## config.mk

```make
export PLATFORM = sky130hd
export DESIGN_NAME = cdb_arbiter
export DESIGN_NICKNAME = d
export VERILOG_FILES = /design/src/rtl/cdb_pkg.sv /design/src/rtl/rr_priority_encoder.sv /design/src/rtl/cdb_arbiter.sv
export SDC_FILE = /design/constraint.sdc
export NUM_CORES = 1
export LEC_CHECK = 0
export ABC_AREA = 1
export CAP_MARGIN = 40
export CORE_AREA = 2 2 95 79
export CTS_CLUSTER_SIZE = 40
export DETAILED_ROUTE_END_ITERATION = 12
export DIE_AREA = 0 0 97 81
export PLACE_DENSITY = 0.68
export SYNTH_ARGS = -nofsm -noshare
export SYNTH_HDL_FRONTEND = slang
export SYNTH_SLANG_ARGS = --single-unit
```

## constraint.sdc

```tcl
create_clock -name clk -period 5.63 [get_ports clk]
set_clock_uncertainty 0.2 [all_clocks]
set_input_delay 1.126 -clock clk [delete_from_list [all_inputs] [get_ports clk]]
set_output_delay 1.126 -clock clk [all_outputs]
set_load 0.02 [all_outputs]
```

## src/rtl/cdb_pkg.sv

```systemverilog
// Shared CDB definitions used by the FU output buffers and the CDB arbiter.
package cdb_pkg;

    localparam int CDB_N_REQ = 4;
    localparam int CDB_IDX_W = (CDB_N_REQ > 1) ? $clog2(CDB_N_REQ) : 1;

    typedef logic [CDB_IDX_W-1:0] cdb_req_idx_t;

endpackage

```

## src/rtl/rr_priority_encoder.sv

```systemverilog
// Rotating find-first: first set request at or above priority_ptr, wrapping to 0.
module rr_priority_encoder #(
    parameter int N = 4,
    parameter int W = (N > 1) ? $clog2(N) : 1
) (
    input  logic [N-1:0] request,
    input  logic [W-1:0] priority_ptr,
    output logic         found,
    output logic [W-1:0] index
);

    localparam logic [W:0] N_EXT = (W+1)'(N);

    logic [2*N-1:0] doubled;
    logic [N-1:0]   rotated;
    logic [W-1:0]   offset;
    logic [W:0]     sum;

    always_comb begin
        doubled = {request, request};
        // Bit k of rotated is request[(priority_ptr + k) mod N].
        rotated = N'(doubled >> priority_ptr);
        found   = |rotated;
        offset  = '0;
        for (int i = N-1; i >= 0; i--) begin
            if (rotated[i]) begin
                offset = W'(i);
            end
        end
        sum   = {1'b0, priority_ptr} + {1'b0, offset};
        index = (sum >= N_EXT) ? W'(sum - N_EXT) : W'(sum);
    end

endmodule

```

## src/rtl/cdb_arbiter.sv

```systemverilog
// Round-robin CDB arbiter: zero-latency one-hot permit, rotating priority pointer
// and a broadcast counter.
module cdb_arbiter
    import cdb_pkg::*;
#(
    parameter int N_REQ = CDB_N_REQ,
    parameter int IDX_W = (N_REQ > 1) ? $clog2(N_REQ) : 1,
    parameter int CNT_W = 32
) (
    input  logic             clk,
    input  logic             reset,
    input  logic [N_REQ-1:0] request,
    input  logic             cdb_enable,
    output logic [N_REQ-1:0] permit,
    output logic             cdb_valid,
    output logic [IDX_W-1:0] grant_index,
    output logic [IDX_W-1:0] priority_ptr,
    output logic [CNT_W-1:0] broadcast_count
);

    localparam logic [IDX_W-1:0] LAST_IDX = IDX_W'(N_REQ - 1);

    logic             found;
    logic [IDX_W-1:0] winner;
    logic             grant;

    rr_priority_encoder #(
        .N (N_REQ),
        .W (IDX_W)
    ) u_encoder (
        .request      (request),
        .priority_ptr (priority_ptr),
        .found        (found),
        .index        (winner)
    );

    // Reset suppresses the grant so no buffer retires an entry while in reset.
    assign grant = !reset && cdb_enable && found;

    always_comb begin
        permit = '0;
        for (int i = 0; i < N_REQ; i++) begin
            permit[i] = grant && (winner == IDX_W'(i));
        end
    end

    assign cdb_valid   = grant;
    assign grant_index = grant ? winner : '0;

    always_ff @(posedge clk) begin
        if (reset) begin
            priority_ptr    <= '0;
            broadcast_count <= '0;
        end else if (grant) begin
            // Explicit wrap so non-power-of-two N_REQ never reaches an unused index.
            priority_ptr    <= (winner == LAST_IDX) ? '0 : winner + IDX_W'(1);
            broadcast_count <= broadcast_count + CNT_W'(1);
        end
    end

    a_permit_onehot0 : assert property (@(posedge clk) $onehot0(permit));

endmodule

```

==> results of run 1 <==
cells in the final DEF (no fill, tap or decap):
cell type / n
a21oi_1: 14
ha_1: 3
a21boi_0: 1
dfxtp_1: 34
buf_4: 2
xnor2_1: 9
nor2_8: 2
xor2_1: 13
nand4_1: 6
nand3_4: 1
nor3b_1: 1
nor2_2: 3
a21oi_2: 10
clkbuf_1: 2
o21bai_2: 1
nand2_4: 2
inv_4: 1
clkdlybuf4s50_1: 47
nor3_2: 2
nand3_1: 23
o21ai_1: 5
nor2_1: 35
nand2_1: 114
inv_1: 35
clkbuf_8: 5
o21bai_1: 1
nand3_2: 1
o21ai_0: 3
nand2_2: 3
nor3_1: 17
nor2_4: 2
inv_2: 3
final cells by class:
class	count	area [um^2]
Sequential cell	34	681
Fill cell	746	4110
Tap cell	90	113
Inverter	39	149
Timing Repair Buffer	49	485
Multi-Input combinational cell	272	1430
Clock buffer	7	76.3
worst max-delay path by stage:
| stage | start | to | slack [ns] | cells past startpoint |
|---|---|---|---|---|
| detailed placement | request[2] | permit[0] | 0.65 | 13 |
| finish | request[2] | permit[0] | 0.61 | 13 |
| CTS | request[2] | permit[0] | 0.64 | 13 |
| global route | request[1] | permit[0] | 0.42 | 13 |
| floorplan | request[1] | permit[0] | 1.58 | 11 |
| global placement | request[1] | permit[0] | 0.75 | 13 |
per-stage QoR:
| stage | setup WS, ns | area [um^2] | total power (uW) | instances |
|---|---|---|---|---|
| floorplan | 1.58 | 2350 | 373 | 356 |
| global placement | 0.750 | 2860 | 408 | 484 |
| detailed placement | 0.647 | 2860 | 414 | 484 |
| CTS | 0.636 | 2930 | 585 | 491 |
| global route | 0.419 | 2930 | 608 | 491 |
| finish | 0.607 | 2930 | 580 | 491 |
power by group through the flow:
stage | Sequential (uW) | Combinational, uW | Clock [uW]
after floorplan | 262 | 111 | 0
after global placement | 260 | 148 | 0
after detailed placement | 260 | 154 | 0
after CTS | 255 | 154 | 176
after global routing | 256 | 168 | 184
final | 255 | 154 | 171
flip-flops by register name, indices dropped and copies added (netlist names):
register and count:
broadcast_count 32, priority_ptr 2
metal layers:
metal / part of all wire / vias to the layer above / track usage
met5: 0 / - / 0
met4: 0.014 / 0 / 0.0549
li1: - / 1215 / -
met1: 0.49 / 1036 / 0.227
met2: 0.42 / 72 / 0.258
met3: 0.070 / 8 / 0.0336
worst max-delay path, delay by kind of cell:
kind,cells,cell delay [ns]
AO/OA/AOI/OAI,1,0.26
XOR/XNOR,1,0.20
adder cells (fa/ha/maj),1,0.22
buffers and inverters,3,1.13
AND/OR/NAND/NOR,7,0.76
logic make-up (layout without fill, tap and decap cells):
group,Yosys count,count (layout),synth area share
buf+inv,50,95,0.102
simple gates,212,212,0.415
xor+xnor,22,22,0.0820
flops,34,34,0.290
fa+ha+maj,3,3,0.0160
compound gates,35,35,0.0953
==> impl_metrics.ini, run 1 <==
[floorplanning]
core_um2 = 7040
start_util = 0.334
rows = 28
die_area_um2 = 7860
die_y_um = 81
dieWidth_um = 97
pin_count = 48

[cells_and_area]
fin_nets = 411
fin_util = 0.416
drive_gt1_frac = 0.0948
diodes = 0
syn2layout_area_growth_pct = 24.8

[worst_setup_path]
slowest_stage = clkdlybuf4s50_1
critical_path_class = in2out
reg2reg_setup_slack_ns = 3.08
crit_required_ns = 4.30
end_kind = output pin
worst-path-max-fanout = 4
reg2reg_from = priority_ptr[0]
crit_path_cell_trace = clkdlybuf4s50_1 > nand2_1 > nand3_1 > nand2_1 > nand3_1 > a21boi_0 > ha_1 > xor2_1 > inv_1 > nand3_1 > nand2_1 > nor3_1 > clkdlybuf4s50_1
rr_worst_depth = 15
r2r-end = priority_ptr[1]
cp_slowest_stage_delay_ns = 0.63
critPathLaunchType = input pin
worst_ep_arrival_time_ns = 3.70

[job]
max_cap_viol_count = 0

[yosys]
synth_top_cell_by_area = dfxtp_1
synthFlopType = dfxtp_1
syn_area_per_cell_um2 = 6.60
syn_nets = 366
synth_area_leaders = dfxtp_1 (29%), nand2_1 (18%), inv_1 (5.6%)
ys_warn_count = 0
synth-edff-count = 0
synthTopCellsByCount = nand2_1 (114), inv_1 (35), nor2_1 (35)
synthCells = 356
synth_most_common_cell = nand2_1
synth_top_area_share = 0.290
netlist_area_um2 = 2350
yosysSeqAreaShare = 0.290
yosysUniqueCellTypes = 32
ys_async_sr_fraction = 0
synth-seq-cells = 34

[clocking]
cts.sinks = 34
post_cts_buffers = 0
cts-resized-gates = 0
holdBufCountCts = 0
clockBufferDepth = 2
worstSkewPairLatency_ns = 0.30
cts_root_buf = clkbuf_8
cts_tree = done
h-tree-depth = 2
cts_buffers = 5
path_clk_slew_ns = 0.06

[sta]
max_freq_mhz = 199
whs_ns = 0.294
hold_violations = 0
report.final.slew_viol_count = 0
max_slew_margin = 0.681
finalCriticalPeriod_ns = 5.02
setup_viol_count_final = 0
fin_crit_sh = 0.892
setup_tns_ns = 0
worst_pin_slew_ns = 0.478
rsz0062_at_grt = no

[route]
totalWireLength_um = 6310
wl_per_cell_um = 12.9
drc_errors = 0
via_count = 2331
vias_per_cell = 4.75
drt_pass1_iterations = 4
drt_iter0_markers = 116
ant_nets = 0

[global_route]
grt_use_total = 0.164
grt_overflow_total = 0
antenna_found_initial = 0
grt_pass1_vias = 2088
grt_pass1_wl_um = 10300
grt_max_degree = 30

[power]
p_leak_uw = 0.00107
pwr-share-seq = 0.439
pwr-share-comb = 0.265
p_clk_frac = 0.296
p_int_uw = 385
max-vdd-ir-drop_mv = 0.0746
p_per_area_nw_per_um2 = 198
switching_share = 0.336
p_sw_uw = 195

[place]
gp_congestion = 0.911
io_buffers = 47
dp_hpwl_um = 4860

[status]
status = complete, no violations

[worst_hold_path]
hold-path-endpoint = broadcast_count[31]
min_path_cells = 2
hp-start = broadcast_count[31]
hp-class = reg2reg
Power figures use the tool's default switching activity.
==> inputs of run 2 (changes only) <==
--- a/config.mk
+++ b/config.mk
@@ -6,11 +6,11 @@
 export NUM_CORES = 1
 export LEC_CHECK = 0
 export ABC_AREA = 1
-export CAP_MARGIN = 40
-export CORE_AREA = 2 2 95 79
+export CAP_MARGIN = 20
+export CORE_AREA = 2 2 98 76
 export CTS_CLUSTER_SIZE = 40
 export DETAILED_ROUTE_END_ITERATION = 12
-export DIE_AREA = 0 0 97 81
+export DIE_AREA = 0 0 100 78
 export PLACE_DENSITY = 0.68
 export SYNTH_ARGS = -nofsm -noshare
 export SYNTH_HDL_FRONTEND = slang
==> run 2 against run 1 <==
Effect of this change:
- core utilization is 1.7 points higher
- non-clock buffer count stayed put
- clock power is 3% higher
- sequential cell count stayed put
- combinational power hardly changed
- count of clock-buffer cells in the layout is 1 lower
- cell count is 1.4% lower
- first-iteration DRC count is 28% higher
- via count is 0.30% higher
- global-route usage is 0.17 points higher
- fmax is 0.23% lower
==> impl_metrics.ini, run 2 (synthesis gave the netlist of run 1 again) <==
[status]
status = complete, no violations

[sta]
max_slew_margin = 0.689
worst_pin_slew_ns = 0.466
setup_viol_count_final = 0
whs_ns = 0.297
setup_tns_ns = 0
rsz0062_at_grt = no
hold_violations = 0
fin_crit_sh = 0.894
report.final.slew_viol_count = 0
finalCriticalPeriod_ns = 5.03
max_freq_mhz = 199

[power]
pwr-share-seq = 0.437
p_clk_frac = 0.302
max-vdd-ir-drop_mv = 0.0827
p_int_uw = 394
p_per_area_nw_per_um2 = 199
p_leak_uw = 0.00107
p_sw_uw = 189
switching_share = 0.325
pwr-share-comb = 0.261

[job]
max_cap_viol_count = 0

[clocking]
holdBufCountCts = 0
worstSkewPairLatency_ns = 0.28
h-tree-depth = 2
cts-resized-gates = 0
path_clk_slew_ns = 0.06
post_cts_buffers = 0
cts_tree = done
clockBufferDepth = 2
cts_buffers = 5
cts.sinks = 34
cts_root_buf = clkbuf_8

[cells_and_area]
diodes = 0
drive_gt1_frac = 0.0975
largest-register = broadcast_count
syn2layout_area_growth_pct = 24.8
final_common_cell = nand2_1
fin_cells = 484
largest_reg_flops = 32
nFillCells = 729
final_cell_mix = nand2_1 (114), clkdlybuf4s50_1 (47), inv_1 (35), nor2_1 (35), dfxtp_1 (34)
reg.largest.list = broadcast_count: 32 flops, priority_ptr: 2 flops
fin_nets = 411
fin_util = 0.433

[global_route]
grt_pass1_wl_um = 10400
grt_pass1_vias = 2104
use_met3 = 0.0333
grt_overflow_total = 0
antenna_found_initial = 0
met2_usage = 0.244
gr-max-usage-layer = met1
grt_use_total = 0.166
grt_use_met1 = 0.251
grt_max_degree = 30

[floorplanning]
pin_count = 48
core_um2 = 6770
start_util = 0.347
rows = 26
dieWidth_um = 100
die_area_um2 = 7800
die_y_um = 78

[route]
drc_errors = 0
ant_nets = 0
vias_per_cell = 4.83
via_count = 2338
totalWireLength_um = 6310
drt_iter0_markers = 148
drt_pass1_iterations = 4
wl_per_cell_um = 13.0

[place]
io_buffers = 47
place_inst = 478
dp_hpwl_um = 4930
gp_congestion = 0.867

[worst_setup_path]
critPathLaunchType = input pin
end_kind = output pin
worst_ep_arrival_time_ns = 3.71
critical_path_class = in2out
crit_required_ns = 4.30
worst-path-max-fanout = 4

[worst_hold_path]
hp-class = reg2reg
==> run 2: routing by layer <==
layer	vias to the layer above	part of all wire
li1	1219	-
met1	1041	0.53
met2	68	0.41
met3	10	0.053
met4	0	0.011
met5	-	0
==> run 2: layout make-up <==
| class | count | area [um^2] | share of cell area |
|---|---|---|---|
| multi-input cells | 272 | 1430 | 0.487 |
| clock buffers | 6 | 82.6 | 0.0282 |
| repair buffers | 49 | 485 | 0.166 |
| inverters | 39 | 149 | 0.0508 |
| flip-flops and latches | 34 | 681 | 0.232 |
| well taps | 84 | 105 | 0.0359 |
==> run 2: stage by stage <==
| stage | cell area, um^2 | setup slack [ns] | total power [uW] |
|---|---|---|---|
| 5_1_grt | 2930 | 0.421 | 617 |
| 3_3_place_gp | 2850 | 0.787 | 408 |
| 3_5_place_dp | 2850 | 0.615 | 413 |
| 4_1_cts | 2930 | 0.612 | 589 |
| 2_1_floorplan | 2350 | 1.58 | 373 |
| 6_report | 2930 | 0.596 | 584 |
==> run 2: final timing paths <==
kind | slack, ns | cells past startpoint | startpoint | end
max | 0.60 | 13 | request[0] | permit[0]
min | 0.30 | 2 | broadcast_count[31] | broadcast_count[31]
max reg2reg | 3.10 | 15 | priority_ptr[0] | priority_ptr[1]
min reg2reg | 0.30 | 2 | broadcast_count[31] | broadcast_count[31]
==> run 2: power groups by stage <==
stage | Combinational [uW] | Sequential [uW] | Clock (uW)
after floorplan | 111 | 262 | 0
after global placement | 148 | 260 | 0
after detailed placement | 152 | 261 | 0
after CTS | 153 | 255 | 181
after global routing | 169 | 256 | 192
final | 152 | 255 | 176
==> run 2: critical path, cell delays in order <==
cell and delay [ns]:
clkdlybuf4s50_1 0.46, nand2_1 0.13, nand3_1 0.07, nand2_1 0.14, nand3_1 0.09, a21boi_0 0.25, ha_1 0.21, xor2_1 0.18
inv_1 0.06, nand3_1 0.10, nand2_1 0.11, nor3_1 0.15, clkdlybuf4s50_1 0.63
